--- src/rtl/elastic_pipe_chain.sv ---
// Elastic DEPTH-stage valid/ready register chain. Ready ripples backward combinationally,
// so bubbles collapse and an unstalled chain streams one word per cycle.
module elastic_pipe_chain #(
  parameter int WIDTH = 8,
  parameter int DEPTH = 3,
  parameter logic [WIDTH-1:0] RESET_DATA = '0
) (
  input  logic                       clk,
  input  logic                       rst,
  input  logic                       flush,
  input  logic                       in_valid,
  output logic                       in_ready,
  input  logic [WIDTH-1:0]           in_data,
  output logic                       out_valid,
  input  logic                       out_ready,
  output logic [WIDTH-1:0]           out_data,
  output logic [$clog2(DEPTH+1)-1:0] count
);

  localparam int CW = $clog2(DEPTH+1);

  logic [DEPTH-1:0] v_reg;
  logic [DEPTH-1:0] v_next;
  logic [WIDTH-1:0] d_reg [DEPTH];
  logic [DEPTH-1:0] adv;
  logic [DEPTH-1:0] load;
  logic [CW-1:0]    count_reg;
  logic [CW-1:0]    count_next;

  // Walk from the output side so each stage sees whether its successor is emptying.
  always_comb begin
    adv = '0;
    for (int i = DEPTH - 1; i >= 0; i--) begin
      if (i == DEPTH - 1)
        adv[i] = v_reg[i] & out_ready & ~flush;
      else
        adv[i] = v_reg[i] & (~v_reg[i+1] | adv[i+1]) & ~flush;
    end
  end

  assign in_ready  = (~v_reg[0] | adv[0]) & ~flush;
  assign out_valid = v_reg[DEPTH-1] & ~flush;
  assign out_data  = d_reg[DEPTH-1];
  assign count     = count_reg;

  always_comb begin
    v_next     = v_reg;
    count_next = '0;
    for (int i = 0; i < DEPTH; i++) begin
      if (flush)
        v_next[i] = 1'b0;
      else if (load[i])
        v_next[i] = 1'b1;
      else if (adv[i])
        v_next[i] = 1'b0;
      count_next = count_next + CW'(v_next[i]);
    end
  end

  always_ff @(posedge clk or posedge rst) begin
    if (rst) begin
      v_reg     <= '0;
      count_reg <= '0;
    end else begin
      v_reg     <= v_next;
      count_reg <= count_next;
    end
  end

  genvar gi;
  generate
    for (gi = 0; gi < DEPTH; gi++) begin : g_stage
      logic [WIDTH-1:0] d_src;
      if (gi == 0) begin : g_head
        assign load[gi] = in_valid & in_ready;
        assign d_src    = in_data;
      end else begin : g_body
        assign load[gi] = adv[gi-1];
        assign d_src    = d_reg[gi-1];
      end

      // Data only moves on an accepted transfer, so an invalid in_data never enters.
      always_ff @(posedge clk or posedge rst) begin
        if (rst)
          d_reg[gi] <= RESET_DATA;
        else if (load[gi])
          d_reg[gi] <= d_src;
      end
    end
  endgenerate

endmodule

--- config.mk ---
export PLATFORM = sky130hd
export DESIGN_NAME = elastic_pipe_chain
export DESIGN_NICKNAME = d
export VERILOG_FILES = /design/src/rtl/elastic_pipe_chain.sv
export SDC_FILE = /design/constraint.sdc
export NUM_CORES = 1
export LEC_CHECK = 0
export BUFFER_PORTS_ARGS = -buffer_cell sky130_fd_sc_hd__buf_2
export CORE_AREA = 2 2 67 69
export CTS_CLUSTER_DIAMETER = 150
export DETAILED_ROUTE_END_ITERATION = 10
export DIE_AREA = 0 0 69 71
export PLACE_DENSITY_LB_ADDON = 0.08
export SLEW_MARGIN = 15
export SYNTH_ARGS = -nofsm -noshare
export SYNTH_HDL_FRONTEND = slang
export SYNTH_SLANG_ARGS = --single-unit
--- constraint.sdc ---
create_clock -name clk -period 4.4 [get_ports clk]
set_input_delay 0.22 -clock clk [delete_from_list [all_inputs] [get_ports clk]]
set_output_delay 0.22 -clock clk [all_outputs]
set_load 0.05 [all_outputs]
Yosys cells after proc, flatten, opt, wreduce, memory -nomap -nowiden
Index checks and enable logic that the tools add are counted.

Register bits: 29. Bits of input ports: 13. Output and inout bits: 12. Logic and storage cells: 32.

$add $sub $neg: 2. Mux-type cells: 9. Bitwise operators: 16.

Operator list (number): $and 1x1->1 (9); $mux 1 (9); $not 1->1 (4); $or 1x1->1 (3); $add 1x1->2 (1); $add 2x1->2 (1).

Longest topological paths before layout
Gate-level depths: netlist of run 1.

Depth after elaboration: 15. Gate-level depth with buffers: 5. Gate-level depth less buffers: 4.

Worst setup path before layout of run 1
OpenSTA, ideal clock, no wires.

Path type: reg-to-output. Start point: register v_reg[2]. End point: output in_ready. Data arrival time: 1.420 ns. Data required time: 4.180 ns. Setup slack: 2.760 ns. Cell stages (with the launch flop): 4. Path buffers: 1. Cell sequence: dfrtp_1 -> nor2b_4 -> buf_6 -> a31oi_1.

Word-level cells in the longest chain between the ends: 10.

RTL lines: start, declared (line 22) `logic [DEPTH-1:0] v_reg;`; start signal, assigned (line 65) `v_reg <= v_next;`; $and 1x1->1 (2 in a row) (line 35) `adv[i] = v_reg[i] & out_ready & ~flush;`; $or 1x1->1 * (line 37) `adv[i] = v_reg[i] & (~v_reg[i+1] | adv[i+1]) & ~flush;`; $and 1x1->1 * (2 in a row) (line 37); $or 1x1->1 * (line 37); $and 1x1->1 * (2 in a row) (line 37); $or 1x1->1 * (line 41) `assign in_ready = (~v_reg[0] | adv[0]) & ~flush;`; $and 1x1->1 * (line 41); end, declared (line 12) `output logic in_ready,`.

Every way passes the cells marked *; elsewhere a longest branch is shown, timed or not.

Worst setup path after layout of run 1
Start point: register v_reg[2]. End point: register d_reg, in the netlist g_stage[1].d_src[3].

Word-level cells in the longest chain between the ends: 11.

RTL lines: $and 1x1->1 (2 in a row) (line 35); $or 1x1->1 * (line 37); $and 1x1->1 * (2 in a row) (line 37); $or 1x1->1 * (line 37); $and 1x1->1 * (2 in a row) (line 37); $or 1x1->1 * (line 41); $and 1x1->1 * (line 41); $and 1x1->1 * (line 75) `assign load[gi] = in_valid & in_ready;`; end signal, assigned by index (line 87) `d_reg[gi] <= d_src;`; end, declared (line 24) `logic [WIDTH-1:0] d_reg [DEPTH];`.

Marked as above. A chain may end at the register's enable or synchronous reset.

==> impl_metrics.py, run 1 <==
metrics = {
    "synth": {
        "yosysWarnings": 0,
        "synth-adder-area-share_pct": 1.653,
        "avgSynthCellArea_um2": 16.59,
        "yosys.area.top_type": "dfrtp_1",
        "ys_ff_latch": 29,
        "netlist_area_um2": 1211,
        "synth_top_family_by_area": "multiplexers",
        "syn_nets": 87,
        "synth_cell_types": 16,
        "yosysSeqAreaShare_pct": 59.92,
        "synthMuxAreaShare_pct": 27.27,
        "synth_compound_area_share_pct": 2.996,
        "synthCells": 73,
        "synthXorXnorAreaFrac_pct": 0,
        "synthSimpleGateAreaFrac_pct": 4.649,
        "ys_top_cells_by_area": "dfrtp_1, mux2_4, mux2_1",
        "synth_top_area_share_pct": 59.92,
    },
    "timing": {
        "hold_viol": 0,
        "fin_skew_ns": 0.008520,
        "fin_crit_sh_pct": 37.10,
        "tns_ns": 0,
        "grt_setup_unrepaired": "false",
        "max_freq_ghz": 0.6126,
        "finalWorstSetupSlack_ns": 2.768,
        "setup-violations-final": 0,
        "min_period_ns": 1.632,
        "maxSlewHeadroom_pct": 53.92,
        "slew_violations": 0,
        "worst_pin_slew_ns": 0.6904,
    },
    "clock_tree": {
        "clock_latency_ns": 0.27,
        "cts_tree": "done",
        "path_clk_slew_ns": 0.06,
        "cts_buffers": 5,
        "clock_path_buffers": 2,
        "cts_resized": 0,
        "cts_sinks": 29,
        "cts-htree-levels": 2,
        "cts_root_buf": "clkbuf_8",
    },
    "min_path": {
        "hp-class": "in2reg",
        "holdPathEnd": "g_stage[1].d_src[2]",
        "whs_path_depth": 2,
        "worstHoldStart": "in_data[2]",
    },
    "placed_design": {
        "pre_cts_ws_ns": 2.758,
        "dp_hpwl_um": 1446,
        "gp_congestion": 0.7427,
        "io_buffers": 24,
    },
    "detailed_routing": {
        "drt_first_pass_iters": 3,
        "finalWirelength_um": 2131,
        "wire_per_inst_um": 13.75,
        "drt_iter0_drc": 23,
        "drc_errors": 0,
        "vias": 663,
        "antenna_left": 0,
        "via_per_inst": 4.277,
    },
    "job": {
        "drv_cap": 0,
    },
    "final_layout": {
        "largest_register_ffs": 16,
        "antenna_cells": 0,
        "fin_nets": 116,
        "area_growth_pct": 23.76,
        "final_cell_mix": "dfrtp_1, buf_2, mux2_4",
        "drive_above_1_share_pct": 49.51,
        "final_common_cell": "dfrtp_1",
    },
    "worst_setup_path": {
        "critPathKind": "reg2reg",
        "worst_ep_required_time_ns": 4.55,
        "crit_arrival_ns": 1.78,
        "r2r_slack_ns": 2.77,
        "slowest_stage": "a311o_1",
        "r2r_start": "v_reg[2]",
        "critPathMaxStageDelay_ns": 0.59,
        "worstPathCellList": "nor2b_4 -> a311o_1 -> mux2_4",
        "timing.rr.end": "g_stage[1].d_src[3]",
        "endpoint_kind": "flip-flop",
        "reg2regPathDepth": 3,
        "cp_max_fo": 8,
        "start_kind": "flip-flop",
    },
    "pwr": {
        "power_density_nw_per_um2": 605.1,
        "leakagePower_nw": 0.7310,
        "vdd.ir_drop.worst_uv": 248.4,
    },
    "global_routing": {
        "grt_max_degree": 25,
        "grt_overflow": 0,
        "grt_pass1_wl_um": 3877,
        "grt_pass1_vias": 793,
        "grt_usage_pct": 10.51,
        "grt_antenna_before_repair": 0,
    },
    "floorplanning": {
        "die_area_um2": 4899,
        "num_rows": 24,
        "core_um2": 4204,
        "fp.dieH_um": 71,
        "die_x_um": 69,
        "num_io_pins": 25,
        "start_util_pct": 28.81,
    },
    "status": {
        "outcome": "complete, no violations",
    },
}
-- cell type report --
cell class | instances | area (µm²)
tap | 52 | 65.06
fill | 424 | 2705
sequential | 29 | 725.7
inverter | 3 | 11.26
timing repair buffer | 26 | 137.6
multi-input combinational | 37 | 442.9
clock buffer | 7 | 86.33
clock inverter | 1 | 30.03
-- critical path, delay by kind of cell, from the launching register on --
family	cells	cell delay (ns)
muxes	1	0.35
and+or+nand+nor	1	0.24
AOI/OAI and AO/OA	1	0.59
DFF	1	0.34
-- cell usage after synthesis --
| cell type | count |
|---|---|
| inv_1 | 3 |
| nor2b_4 | 1 |
| buf_6 | 2 |
| buf_2 | 1 |
| dfrtp_1 | 29 |
| a21oi_1 | 1 |
| a31oi_1 | 2 |
| a211o_1 | 1 |
| nor2b_2 | 1 |
| nor3b_4 | 1 |
| mux2_1 | 8 |
| a311o_1 | 1 |
| clkbuf_1 | 1 |
| mux2_4 | 16 |
| fa_1 | 1 |
| nor2_1 | 4 |
-- kinds of logic (layout without fill, tap and decap cells) --
logic type      after synthesis  in the layout
fa+ha+maj                     1              1
flops                        29             29
compound gates                5              5
mux                          24             24
buf+inv                       7             37
simple gates                  7              7
-- where the power goes --
group          total, W  internal, W  switching [W]
clock          0.000281     0.000184      0.0000969
sequential     0.000365     0.000332      0.0000332
combinational  0.000260    0.0000974       0.000163
-- worst max-delay path by stage --
stage / cells past startpoint / endpoint / slack (ns) / start
3_5_place_dp: 3 / g_stage[1].d_src[6] / 2.76 / v_reg[2]
5_1_grt: 3 / g_stage[1].d_src[3] / 2.67 / v_reg[2]
3_3_place_gp: 3 / g_stage[1].d_src[2] / 2.80 / v_reg[2]
2_1_floorplan: 3 / in_ready / 2.76 / v_reg[2]
4_1_cts: 3 / g_stage[1].d_src[3] / 2.74 / v_reg[2]
6_report: 3 / g_stage[1].d_src[3] / 2.77 / v_reg[2]
-- layer usage --
layer  GRT usage [%]  share of wire (%)  vias to the layer above  wire length (µm)
met4           5.882                1.5                        0                31
li1                -                  -                      308                 -
met1           12.22                 45                      334               949
met5               0                  0                        -                 0
met3           3.989                4.6                        4                99
met2           16.77                 49                       17              1050
-- timing repair --
action / CTS / global route
endpoints found under the hold margin: 5 / 0
hold buffers: 1 / 0
buffers inserted: 0 / 0
-- per-stage QoR --
stage	cells	utilization (%)	total power, W	area, µm²	hold WS, ns
after floorplan	73	-	0.0005753	1211	0.2981
after global placement	146	32.65	0.0006302	1373	0.1401
after detailed placement	146	32.65	0.0006335	1373	0.1407
after CTS	155	35.65	0.0009216	1499	0.1681
after global routing	155	35.65	0.0009566	1499	0.1679
final	155	35.65	0.0009070	1499	0.1766
No activity file was read; power rests on OpenSTA's default activity.
==> run 2, diff against run 1 <==
==> constraint.sdc (replaced) <==
create_clock -name clk -period 1.6 [get_ports clk]
set_input_delay 0.08 -clock clk [delete_from_list [all_inputs] [get_ports clk]]
set_output_delay 0.08 -clock clk [all_outputs]
set_load 0.05 [all_outputs]
==> impl_metrics.py, run 2 (same netlist as run 1, synthesis figures left out) <==
metrics = {
    "status": {
        "outcome": "complete, no violations",
    },
    "min_path": {
        "whs_path_depth": 2,
        "worstHoldStart": "in_data[7]",
        "hp-class": "in2reg",
        "holdPathEnd": "g_stage[1].d_src[7]",
    },
    "worst_setup_path": {
        "r2r_start": "v_reg[2]",
        "timing.rr.end": "g_stage[1].d_src[3]",
        "worst_ep_required_time_ns": 1.76,
        "cp_max_fo": 8,
        "crit_arrival_ns": 1.66,
        "start_kind": "flip-flop",
        "critPathKind": "reg2reg",
        "r2r_slack_ns": 0.10,
        "endpoint_kind": "flip-flop",
        "reg2regPathDepth": 3,
    },
    "detailed_routing": {
        "wl_met2_um": 921,
        "antenna_left": 0,
        "vias": 670,
        "drt_first_pass_iters": 4,
        "drt_iter0_drc": 16,
        "wire_per_inst_um": 13.70,
        "top_layer": "met4",
        "finalWirelength_um": 2137,
        "drc_errors": 0,
        "via_per_inst": 4.295,
        "wl_met3_um": 114,
        "drt-met1-wl_um": 1030,
    },
    "clock_tree": {
        "clock_latency_ns": 0.28,
        "clock_path_buffers": 2,
        "cts_sinks": 29,
        "cts_root_buf": "clkbuf_8",
        "cts_buffers": 5,
        "cts_tree": "done",
        "post_cts_buffers": 0,
        "cts-htree-levels": 2,
        "path_clk_slew_ns": 0.06,
    },
    "pwr": {
        "vdd.ir_drop.worst_uv": 448.7,
        "power_density_nw_per_um2": 1545,
        "leakagePower_nw": 0.7264,
    },
    "floorplanning": {
        "num_rows": 24,
        "fp.dieH_um": 71,
        "die_x_um": 69,
        "num_io_pins": 25,
        "core_um2": 4204,
        "die_area_um2": 4899,
        "start_util_pct": 28.81,
    },
    "final_layout": {
        "final_cell_mix": "dfrtp_1, buf_2, mux2_4",
        "largest_register_ffs": 16,
        "fin_nets": 117,
        "antenna_cells": 0,
        "area_growth_pct": 22.73,
        "drive_above_1_share_pct": 50.96,
        "final_common_cell": "dfrtp_1",
        "final_util_pct": 35.36,
        "final_area_um2": 1486,
        "fill_cells": 426,
    },
    "placed_design": {
        "pre_cts_ws_ns": -0.02199,
        "dp_hpwl_um": 1440,
        "dpl_cell_area_um2": 1393,
        "gp_congestion": 0.7015,
        "io_buffers": 24,
    },
    "global_routing": {
        "grt_pass1_vias": 694,
        "grt_antenna_before_repair": 0,
        "grt_usage_pct": 9.967,
        "grt_overflow": 0,
        "grt_max_degree": 30,
        "grt_pass1_wl_um": 3594,
    },
    "timing": {
        "hold_viol": 0,
        "maxSlewHeadroom_pct": 74.83,
        "min_period_ns": 1.495,
        "fin_crit_sh_pct": 93.45,
        "setup-violations-final": 0,
        "grt_setup_unrepaired": "false",
        "slew_violations": 0,
        "finalWorstSetupSlack_ns": 0.1048,
        "max_freq_ghz": 0.6688,
        "fin_skew_ns": 0.002462,
        "worst_pin_slew_ns": 0.3776,
    },
    "job": {
        "drv_cap": 0,
    },
}
==> run 2: worst max-delay path by stage <==
stage	slack (ns)	cells past startpoint	endpoint	from
4_1_cts	0.1	3	g_stage[1].d_src[3]	v_reg[2]
3_3_place_gp	0.01	3	g_stage[1].d_src[7]	v_reg[2]
6_report	0.10	3	g_stage[1].d_src[3]	v_reg[2]
2_1_floorplan	0.10	3	in_ready	v_reg[2]
5_1_grt	0.04	3	g_stage[2].d_src[5]	v_reg[2]
3_5_place_dp	-0.02	3	g_stage[1].d_src[3]	v_reg[2]
==> run 2: layout make-up <==
class | count | area, µm² | share of cell area, %
Clock buffer | 6 | 72.57 | 4.882
Tap cell | 52 | 65.06 | 4.377
Inverter | 3 | 11.26 | 0.7576
Multi-Input combinational cell | 37 | 444.2 | 29.88
Clock inverter | 2 | 10.01 | 0.6734
Sequential cell | 29 | 725.7 | 48.82
Timing Repair Buffer | 27 | 157.7 | 10.61
==> run 2: power breakdown <==
group	total (W)	switching (W)	internal [W]
combinational	0.000717	0.000447	0.000270
clock	0.000575	0.000274	0.000300
sequential	0.00101	0.0000918	0.000913
total	0.00230	0.000813	0.00148
==> run 2: critical path: stages (launching register included) <==
cell and delay, ns:
dfrtp_1 0.37, nor2b_4 0.15, a311o_2 0.52, mux2_4 0.34
==> run 2: per-layer routing <==
| metal | track usage, % | vias to the layer above |
|---|---|---|
| met5 | 0 | - |
| met4 | 7.190 | 0 |
| met3 | 3.989 | 8 |
| met2 | 13.89 | 27 |
| met1 | 12.49 | 320 |
| li1 | - | 315 |
==> run 2: metrics by stage <==
step	power (W)	instances	setup TNS (ns)	hold slack [ns]
final	0.002297	156	0	0.03563
after global routing	0.002419	156	0	0.02861
after CTS	0.002327	156	0	0.03111
after detailed placement	0.001746	147	-0.1480	0.1704
after global placement	0.001737	147	0	0.1762
after floorplan	0.001582	73	0	0.1581
==> run 2: repair_timing <==
action / CTS / global route
endpoints found under the hold margin: 29 / 0
gates resized for setup: 1 / 0
hold buffers: 1 / 0
endpoints found under the setup margin: 8 / 0
==> run 3, diff against run 2 <==
--- a/config.mk
+++ b/config.mk
@@ -6,6 +6,8 @@
 export NUM_CORES = 1
 export LEC_CHECK = 0
 export BUFFER_PORTS_ARGS = -buffer_cell sky130_fd_sc_hd__buf_2
+export CELL_PAD_IN_SITES_DETAIL_PLACEMENT = 1
+export CELL_PAD_IN_SITES_GLOBAL_PLACEMENT = 2
 export CORE_AREA = 2 2 67 69
 export CTS_CLUSTER_DIAMETER = 150
 export DETAILED_ROUTE_END_ITERATION = 10
==> impl_metrics.py, run 3 (same netlist as run 1, synthesis figures left out) <==
metrics = {
    "timing": {
        "hold_viol": 0,
        "tns_ns": 0,
        "maxSlewHeadroom_pct": 73.22,
        "setup-violations-final": 0,
        "max_freq_ghz": 0.6753,
        "finalWorstSetupSlack_ns": 0.1192,
        "slew_violations": 0,
        "min_period_ns": 1.481,
        "fin_crit_sh_pct": 92.55,
        "grt_setup_unrepaired": "false",
        "worst_pin_slew_ns": 0.4018,
        "fin_skew_ns": 0.002453,
    },
    "placed_design": {
        "io_buffers": 24,
        "pre_cts_ws_ns": 0.01316,
        "dp_hpwl_um": 1519,
        "dpl_cell_area_um2": 1395,
        "gp_congestion": 0.6977,
    },
    "detailed_routing": {
        "drt_first_pass_iters": 2,
        "finalWirelength_um": 2159,
        "wire_per_inst_um": 13.66,
        "antenna_left": 0,
        "drc_errors": 0,
        "drt_iter0_drc": 22,
        "via_per_inst": 4.266,
        "vias": 674,
    },
    "worst_setup_path": {
        "critPathBufInv": 0,
        "worstPathCellList": "nor2b_4 -> a311o_2 -> mux2_4",
        "cp_max_fo": 8,
        "endpoint_kind": "flip-flop",
        "slowest_stage": "a311o_2",
        "cp_top_family": "compound AO/OA/AOI/OAI gates",
        "r2r_start": "v_reg[2]",
        "timing.rr.end": "g_stage[1].d_src[7]",
        "r2r_slack_ns": 0.12,
        "critPathKind": "reg2reg",
        "start_kind": "flip-flop",
        "worst_ep_required_time_ns": 1.76,
        "crit_arrival_ns": 1.64,
        "reg2regPathDepth": 3,
        "critPathMaxStageDelay_ns": 0.51,
    },
    "pwr": {
        "leakagePower_nw": 0.7436,
        "clock_power_share_pct": 27.4,
        "power_frac_seq_pct": 42.3,
        "power.internal_w": 0.001571,
        "p_sw_w": 0.0008002,
        "power_w": 0.002372,
        "vdd.ir_drop.worst_uv": 675.1,
        "swShare_pct": 33.74,
        "combPwrFrac_pct": 30.3,
        "power_density_nw_per_um2": 1573,
    },
    "clock_tree": {
        "clock_path_buffers": 2,
        "cts-htree-levels": 2,
        "cts_sinks": 29,
        "clock_latency_ns": 0.27,
        "cts_buffers": 5,
        "cts_root_buf": "clkbuf_8",
        "path_clk_slew_ns": 0.06,
        "post_cts_buffers": 0,
        "cts_tree": "done",
    },
    "global_routing": {
        "grt_overflow": 0,
        "grt_antenna_before_repair": 0,
        "grt_usage_pct": 10.18,
        "grt_pass1_vias": 795,
        "grt_max_degree": 30,
        "grt_pass1_wl_um": 3719,
    },
    "final_layout": {
        "final_cell_mix": "dfrtp_1, buf_2, mux2_4",
        "final_common_cell": "dfrtp_1",
        "final_area_um2": 1508,
        "fin_nets": 119,
        "drive_above_1_share_pct": 52.83,
        "largest_register_ffs": 16,
        "antenna_cells": 0,
        "area_growth_pct": 24.48,
    },
    "floorplanning": {
        "num_rows": 24,
        "die_x_um": 69,
        "num_io_pins": 25,
        "start_util_pct": 28.81,
        "fp.dieH_um": 71,
        "core_um2": 4204,
        "die_area_um2": 4899,
    },
    "min_path": {
        "worstHoldStart": "in_data[6]",
        "hp-class": "in2reg",
        "holdPathEnd": "g_stage[1].d_src[6]",
        "whs_path_depth": 2,
    },
    "status": {
        "outcome": "complete, no violations",
    },
    "job": {
        "drv_cap": 0,
    },
}
[run 3: layout make-up]
type                            instances  area [µm²]
Inverter                                3       11.26
Multi-Input combinational cell         37       444.2
Clock buffer                            7       96.34
Clock inverter                          1       5.005
Sequential cell                        29       725.7
Fill cell                             460        2696
Timing Repair Buffer                   29       160.2
Tap cell                               52       65.06
[run 3: what timing repair did]
action | CTS | global route
endpoints found under the setup margin | 2 | 0
resized for setup | 1 | 0
endpoints found under the hold margin | 29 | 0
hold buffers | 1 | 0
[run 3: through the flow]
stage | hold slack [ns] | util, % | instances
final | 0.04136 | 35.86 | 158
after global routing | 0.01970 | 35.86 | 158
after CTS | 0.03074 | 35.86 | 158
after detailed placement | 0.1850 | 33.18 | 149
after global placement | 0.1774 | 33.18 | 149
after floorplan | 0.1581 | - | 73
[run 3: routing by layer]
| layer | track usage [%] | part of all wire, % |
|---|---|---|
| met4 | 4.575 | 0.79 |
| met3 | 5.128 | 6.2 |
| met5 | 0 | 0 |
| met1 | 12.23 | 46 |
| met2 | 15.38 | 48 |
[run 3: worst max-delay path by stage]
stage                     startpoint                  end  slack, ns  cells after the start
after CTS                   v_reg[2]  g_stage[1].d_src[7]       0.10                      3
after floorplan             v_reg[2]             in_ready       0.10                      3
after detailed placement    v_reg[2]  g_stage[1].d_src[7]       0.01                      3
after global routing        v_reg[2]  g_stage[2].d_src[0]       0.06                      3
final                       v_reg[2]  g_stage[1].d_src[7]       0.12                      3
after global placement      v_reg[2]  g_stage[1].d_src[7]       0.04                      3
[run 3: power by group through the flow]
stage | Sequential, W | Clock (W) | Combinational [W]
after detailed placement | 0.00102 | 0 | 0.000727
after floorplan | 0.00132 | 0 | 0.000259
after CTS | 0.00101 | 0.000683 | 0.000731
after global routing | 0.00103 | 0.000722 | 0.000761
final | 0.00100 | 0.000650 | 0.000719
after global placement | 0.00101 | 0 | 0.000722
